File: src/rtl/ram_access_ctrl.sv
// Load/store request controller in front of the byte/word RAM.
// Bounds-checks requests, splits halfword stores into two byte writes, extends loads.
module ram_access_ctrl #(
    parameter int unsigned MEM_BYTES = 32
) (
    input  logic        clk,
    input  logic        rst_n,
    input  logic        req_valid,
    output logic        req_ready,
    input  logic        req_write,
    input  logic [1:0]  req_size,
    input  logic        req_signed,
    input  logic [31:0] req_addr,
    input  logic [31:0] req_wdata,
    output logic        rsp_valid,
    input  logic        rsp_ready,
    output logic [31:0] rsp_rdata,
    output logic        rsp_error,
    output logic        ram_write_enable,
    output logic        ram_is32bitWrite,
    output logic [31:0] ram_addr,
    output logic [7:0]  ram_bus_to_mem,
    output logic [31:0] ram_bus_to_mem_32,
    input  logic [7:0]  ram_bus_from_mem,
    input  logic [31:0] ram_bus_from_mem_32
);

    typedef enum logic [1:0] {IDLE, HALF2, RESP} state_t;

    state_t      state_q;
    logic [31:0] addr_q;
    logic [7:0]  byte_q;
    logic [31:0] rdata_q;
    logic        err_q;

    logic [2:0]  nbytes;
    logic [32:0] end_addr;
    logic        bad;
    logic        accept;
    logic        store_ok;
    logic [31:0] load_ext;

    always_comb begin
        nbytes = 3'd0;
        case (req_size)
            2'd0:    nbytes = 3'd1;
            2'd1:    nbytes = 3'd2;
            2'd2:    nbytes = 3'd4;
            default: nbytes = 3'd0;
        endcase
    end

    // 33-bit sum so addresses near 2^32 cannot wrap back into range
    assign end_addr = {1'b0, req_addr} + {30'b0, nbytes};
    assign bad      = (req_size == 2'd3) || (end_addr > 33'(MEM_BYTES));

    assign req_ready = (state_q == IDLE) && rst_n;
    assign accept    = req_valid && req_ready;
    assign store_ok  = accept && req_write && !bad;

    assign ram_write_enable  = store_ok || (state_q == HALF2);
    assign ram_is32bitWrite  = store_ok && (req_size == 2'd2);
    assign ram_addr          = accept ? req_addr : addr_q;
    assign ram_bus_to_mem    = accept ? req_wdata[7:0] : byte_q;
    assign ram_bus_to_mem_32 = accept ? req_wdata : '0;

    always_comb begin
        load_ext = '0;
        case (req_size)
            2'd0:    load_ext = {{24{req_signed & ram_bus_from_mem[7]}}, ram_bus_from_mem};
            2'd1:    load_ext = {{16{req_signed & ram_bus_from_mem_32[15]}}, ram_bus_from_mem_32[15:0]};
            2'd2:    load_ext = ram_bus_from_mem_32;
            default: load_ext = '0;
        endcase
    end

    assign rsp_valid = (state_q == RESP);
    assign rsp_rdata = rdata_q;
    assign rsp_error = err_q;

    always_ff @(posedge clk or negedge rst_n) begin
        if (!rst_n) begin
            state_q <= IDLE;
            addr_q  <= '0;
            byte_q  <= '0;
            rdata_q <= '0;
            err_q   <= 1'b0;
        end else begin
            case (state_q)
                IDLE: begin
                    if (accept) begin
                        addr_q  <= req_addr;
                        err_q   <= bad;
                        rdata_q <= '0;
                        state_q <= RESP;
                        if (!bad && !req_write) begin
                            rdata_q <= load_ext;
                        end
                        // Halfword store: low byte lands now, high byte on the HALF2 edge
                        if (!bad && req_write && (req_size == 2'd1)) begin
                            addr_q  <= req_addr + 32'd1;
                            byte_q  <= req_wdata[15:8];
                            state_q <= HALF2;
                        end
                    end
                end
                HALF2: state_q <= RESP;
                RESP: begin
                    if (rsp_ready) begin
                        state_q <= IDLE;
                    end
                end
                default: state_q <= IDLE;
            endcase
        end
    end

endmodule

File: config.mk
export PLATFORM = sky130hd
export DESIGN_NAME = ram_access_ctrl
export DESIGN_NICKNAME = d
export VERILOG_FILES = /design/src/rtl/ram_access_ctrl.sv
export SDC_FILE = /design/constraint.sdc
export NUM_CORES = 1
export LEC_CHECK = 0
export BUFFER_PORTS_ARGS = -buffer_cell sky130_fd_sc_hd__buf_2
export CORE_MARGIN = 4
export CORE_UTILIZATION = 51
export CTS_CLUSTER_DIAMETER = 40
export DETAILED_ROUTE_END_ITERATION = 10
export GPL_TIMING_DRIVEN = 1
export PLACE_DENSITY_LB_ADDON = 0.05
export SYNTH_ARGS = -nofsm -noshare
export SYNTH_HDL_FRONTEND = slang
export SYNTH_SLANG_ARGS = --single-unit
File: constraint.sdc
create_clock -name clk -period 12.95 [get_ports clk]
set_clock_uncertainty 0.05 [all_clocks]
set_input_delay 1.9425 -clock clk [delete_from_list [all_inputs] [get_ports clk]]
set_output_delay 1.9425 -clock clk [all_outputs]
set_load 0.02 [all_outputs]
[Yosys cells after proc, flatten, opt, wreduce, memory -nomap -nowiden]
Index checks and enable logic that the tools add are counted.
Word-level totals
  register bits: 75
  bits of input ports: 112
  output and inout bits: 109
  word-level logic and storage cells: 45
Cells by class
  $add $sub $neg: 2
  magnitude comparators: 1
  equal/unequal tests: 7
  mux-type cells: 11
  bitwise gates (word level): 2
  reduce and logical (&&, ||, !) cells: 17
Operators by type and width (count)
  32-bit two-way mux: 4
  32-bit case mux with 3 select lines: 1
  32-bit by 3-bit adder with 33-bit output: 1
  33-bit by 6-bit > comparator with 1-bit output, second input constant: 1
  32-bit by 1-bit adder with 32-bit output, second input constant: 1
  3-bit case mux with 3 select lines: 1
  1-bit logical AND: 8
  8-bit two-way mux: 1
  2-bit == test, second input constant: 3
  2-bit two-way mux: 3
  2-bit case mux with 3 select lines: 1
  2-bit by 1-bit == test with 1-bit output, second input constant: 2
  2-bit logical NOT: 2
  2-bit AND reduction: 2
  3-bit AND reduction: 1
  1-bit bitwise AND: 2
  1-bit logical NOT: 2
  1-bit logical OR: 2
  2-bit by 1-bit inequality test with 1-bit output, second input constant: 1
  2-bit inequality test, second input constant: 1

[Logic depth before layout (Yosys ltp)]
  word-level depth: 11
  gate-level depth with buffers: 15
  depth with buffers taken out: 13

[Worst setup path after synthesis]
OpenSTA, ideal clock, no wires.
  path type: input to output
  start: input req_size[0]
  end: output ram_write_enable
  data arrival time: 5.184 ns
  data required time: 10.958 ns
  path slack: 5.773 ns
  cell stages on the path: 14
  path buffers: 3
  cells stage by stage: buf_1 -> nor2b_1 -> clkbuf_1 -> buf_6 -> ha_1 -> o2111ai_2 -> a2111o_1 -> nor3_1 -> mux2_2 -> nor3_1 -> nand4_1 -> nor2_1 -> nand2_1 -> o21ai_0
Between the ends
  word-level cells in the longest chain between the ends: 8
  elaborated cells between the ends (all ways): 11
  those cells by class: 1 x add/sub; 1 x order compare; 3 x eq/ne; 1 x mux; 5 x reduce/logical
Ends and longest elaborated chain
  from (decl): RTL line 11  | input logic [1:0] req_size,
  2-bit == test (tied with other cells): RTL line 45  | case (req_size)
  3-bit case mux with 3 select lines: RTL line 45
  32-bit by 3-bit adder with 33-bit output: RTL line 54  | assign end_addr = {1'b0, req_addr} + {30'b0, nbytes};
  33-bit by 6-bit > comparator with 1-bit output: RTL line 55  | assign bad = (req_size == 2'd3) || (end_addr > 33'(MEM_BYTES));
  1-bit logical OR *: RTL line 55
  1-bit logical NOT *: RTL line 59  | assign store_ok = accept && req_write && !bad;
  1-bit logical AND *: RTL line 59
  1-bit logical OR *: RTL line 61  | assign ram_write_enable = store_ok || (state_q == HALF2);
  to (decl): RTL line 19  | output logic ram_write_enable,
Mark *: on every way between the ends. The rest lies on a longest branch, timed or not.

[Worst setup path after layout]
  start: input req_size[0]
  end: output ram_is32bitWrite
Between the ends
  word-level cells in the longest chain between the ends: 8
  elaborated cells between the ends (all ways): 11
  those cells by class: 1 x add/sub; 1 x order compare; 3 x eq/ne; 1 x mux; 5 x reduce/logical
Ends and longest elaborated chain
  2-bit == test (tied with other cells): RTL line 45, 62
  3-bit case mux with 3 select lines: RTL line 45
  32-bit by 3-bit adder with 33-bit output: RTL line 54
  33-bit by 6-bit > comparator with 1-bit output: RTL line 55
  1-bit logical OR: RTL line 55
  1-bit logical NOT: RTL line 59
  1-bit logical AND: RTL line 59
  1-bit logical AND *: RTL line 62  | assign ram_is32bitWrite = store_ok && (req_size == 2'd2);
  to (decl): RTL line 20  | output logic ram_is32bitWrite,
Marks and branches as above.

==> impl_metrics.ini <==
[run_status]
status = finished, final reports clean

[sta]
rsz0062_at_grt = false
drv_slew = 0
worst_slew_pin_slew_ns = 1.16
fin_setup_tns_ns = 0
hold_violations = 0
finalSetupViolCount = 0
fmax_mhz = 131
finalCritPeriodShare = 0.588
min_period_ns = 7.62
max_slew_margin = 0.227

[critical_path]
worstPathCellList = buf_2 -> or2_2 -> inv_1 -> ha_1 -> ha_1 -> nor2_1 -> a2111o_1 -> nor3_1 -> mux2_2 -> nor3_1 -> nand4_1 -> nor2_1 -> and3_1 -> buf_2
cp_slowest_cell = a2111o_1
critical_path_class = input pin to output port
cp-start-kind = input pin
worst_path_largest_cell_delay_ns = 0.54
cp_max_fo = 16
critPathRequiredTime_ns = 10.96
crit_path_end_kind = output port
r2r_cells = 5
cp.arrival_ns = 5.62

[layout]
syn_to_final_growth_pct = 26.7
final_nets = 886
drive_gt1_frac = 0.375
final_common_cell = buf_2
layout_common_cells = buf_2 (219), nand2_1 (157), dfrtp_1 (75)
fill_cells = 762
multiInputGateArea_sq_um = 2640
diodes = 0
seq_area_sq_um = 1880

[placement]
hpwl_microns = 11400
portBuffers = 220
gp_congestion = 0.936

[yosys]
synth_top_area_frac = 0.395
synth_top_area_cell = dfrtp_1
synthCells = 572
syn-num-nets = 688
synth.distinct_cells = 57
synthArstFlopShare = 1.00
avgSynthCellArea_sq_um = 8.31
synth_seq_cells = 75
synth-edff-count = 0
yosysWarnings = 0
synthFlopType = dfrtp_1
synthTopCellsByArea = dfrtp_1 (40%), nand2_1 (12%), and3_1 (4.9%), o21ai_2 (4.4%), a21oi_1 (4.3%)
ys_seq_area_frac = 0.395
synthesis.area_sq_um = 4750

[cts]
cts_sinks = 75
clock_path_buffers = 2
tritoncts = built
cts-buffers-inserted = 9
hold_buffers = 0
clkTransAtPathRegs_ns = 0.08
ctsRootBufferMaster = clkbuf_8
htree_levels = 3
clock_latency_ns = 0.34
cts_resized = 0
post-cts-setup-buffer-count = 0

[detailed_routing]
drtIter0Drc = 288
postRouteAntennaNets = 0
wire_per_inst_microns = 16.9
finalWirelength_microns = 14900
drc_errors = 0
drtPass1Iterations = 4
via_per_inst = 5.62
dr_total_vias = 4963

[floorplan]
rows = 34
num_io_pins = 221
core_area_sq_um = 8890
initial_utilization = 0.534
die_width_microns = 105
dieArea_sq_um = 10900
die_y_microns = 105

[global_routing]
grt_use_total = 0.271
overflow = 0
grt_pass1_vias = 4874
grt_max_degree = 64
antenna_found_initial = 0
grt_pass1_wl_microns = 24300

[power_and_ir_drop]
seq_power_share = 0.422
pwr-share-comb = 0.272
power_switching_w = 0.000209
power_leakage_nw = 3.37
power.total_w = 0.000614
clkPwrFrac = 0.306
irDropWorstVdd_uv = 93.9
swShare = 0.340
p_int_w = 0.000405
pwr_density_cell_nw_per_um2 = 102

[run]
cap_violations = 0

[worst_hold_path]
hp-class = flop to flop
min_path_cells = 2
critical path: cells and delay by family:
kind | cells | cell delay [ns]
AO/OA/AOI/OAI | 1 | 0.54
adder cells (fa/ha/maj) | 2 | 0.53
buffers and inverters | 3 | 0.48
multiplexers | 1 | 0.37
AND/OR/NAND/NOR | 7 | 1.76
cell type report:
class                      count  share of cell area
multi-input combinational    451               0.438
clock inverter                 5             0.00998
timing repair buffer         225               0.190
sequential                    75               0.312
tap                          108              0.0224
clock buffer                  11              0.0235
inverter                       8             0.00499
power groups by stage:
stage	clock network, W	logic [W]	registers, W
2_1_floorplan	0	0.000102	0.000262
3_3_place_gp	0	0.000164	0.000263
3_5_place_dp	0	0.000167	0.000264
4_1_cts	0.000192	0.000168	0.000259
5_1_grt	0.000202	0.000184	0.000261
6_report	0.000188	0.000167	0.000259
metrics by stage:
stage	area, sq um	hold WS (ns)	utilization	worst slack (ns)	instances
3_5_place_dp	5820	0.408	0.655	5.35	867
6_report	6020	0.424	0.677	5.33	883
5_1_grt	6020	0.452	0.677	4.94	883
4_1_cts	6020	0.427	0.677	5.35	883
3_3_place_gp	5820	0.402	0.655	5.49	867
2_1_floorplan	4750	0.389	-	5.77	572
registers in the layout, summed over array words and instances (netlist names):
| register | count |
|---|---|
| addr_q | 32 |
| byte_q | 8 |
| rsp_error | 1 |
| rsp_rdata | 32 |
| state_q | 2 |
cells by family (layout without fill, tap and decap cells):
logic type	Yosys count	count (layout)	share of synthesized area
buffers and inverters	46	249	0.0532
and+or+nand+nor	292	292	0.295
AOI/OAI and AO/OA	125	125	0.184
xor gates and xnor gates	12	12	0.0221
adders and majority gates	4	4	0.0105
DFF	75	75	0.395
muxes	18	18	0.0406
layer usage:
metal / track usage / share of wire / up-vias
met5: 0 / 0 / -
met4: 0.0988 / 0.025 / 0
met3: 0.0459 / 0.060 / 29
met2: 0.477 / 0.50 / 216
met1: 0.333 / 0.41 / 2300
li1: - / - / 2418
final timing paths:
check / startpoint / end / slack, ns
min in group asynchronous: rst_n / addr_q[14]$_DFFE_PN0P_ / 1.49
max in group asynchronous: rst_n / addr_q[25]$_DFFE_PN0P_ / 10.46
worst min-delay path: addr_q[10]$_DFFE_PN0P_ / addr_q[10]$_DFFE_PN0P_ / 0.42
worst max-delay path: req_size[0] / ram_is32bitWrite / 5.33
worst min register to register: addr_q[10]$_DFFE_PN0P_ / addr_q[10]$_DFFE_PN0P_ / 0.42
worst max register to register: state_q[1]$_DFFE_PN0P_ / rsp_rdata[31]$_DFFE_PN0P_ / 10.43
cells in the mapped netlist, types with 3 or more instances:
| master | n |
|---|---|
| nand3b_1 | 3 |
| dfrtp_1 | 75 |
| xnor2_1 | 10 |
| nor2_1 | 23 |
| buf_6 | 8 |
| nor3b_1 | 5 |
| ha_1 | 4 |
| o21ai_2 | 24 |
| and4_1 | 4 |
| nor2b_1 | 4 |
| clkbuf_1 | 24 |
| nand4_1 | 17 |
| o311a_1 | 3 |
| inv_1 | 8 |
| nand3_1 | 11 |
| nor4_1 | 4 |
| nor3_1 | 7 |
| or2_2 | 3 |
| o21ai_0 | 16 |
| a21o_1 | 10 |
| o21ai_1 | 6 |
| mux2i_1 | 8 |
| a2111o_1 | 3 |
| a31oi_1 | 3 |
| nand2_1 | 158 |
| mux2_2 | 10 |
| and3_1 | 37 |
| a211oi_1 | 3 |
| a21oi_1 | 41 |
Note: power is estimated with default switching activity, not from simulation.
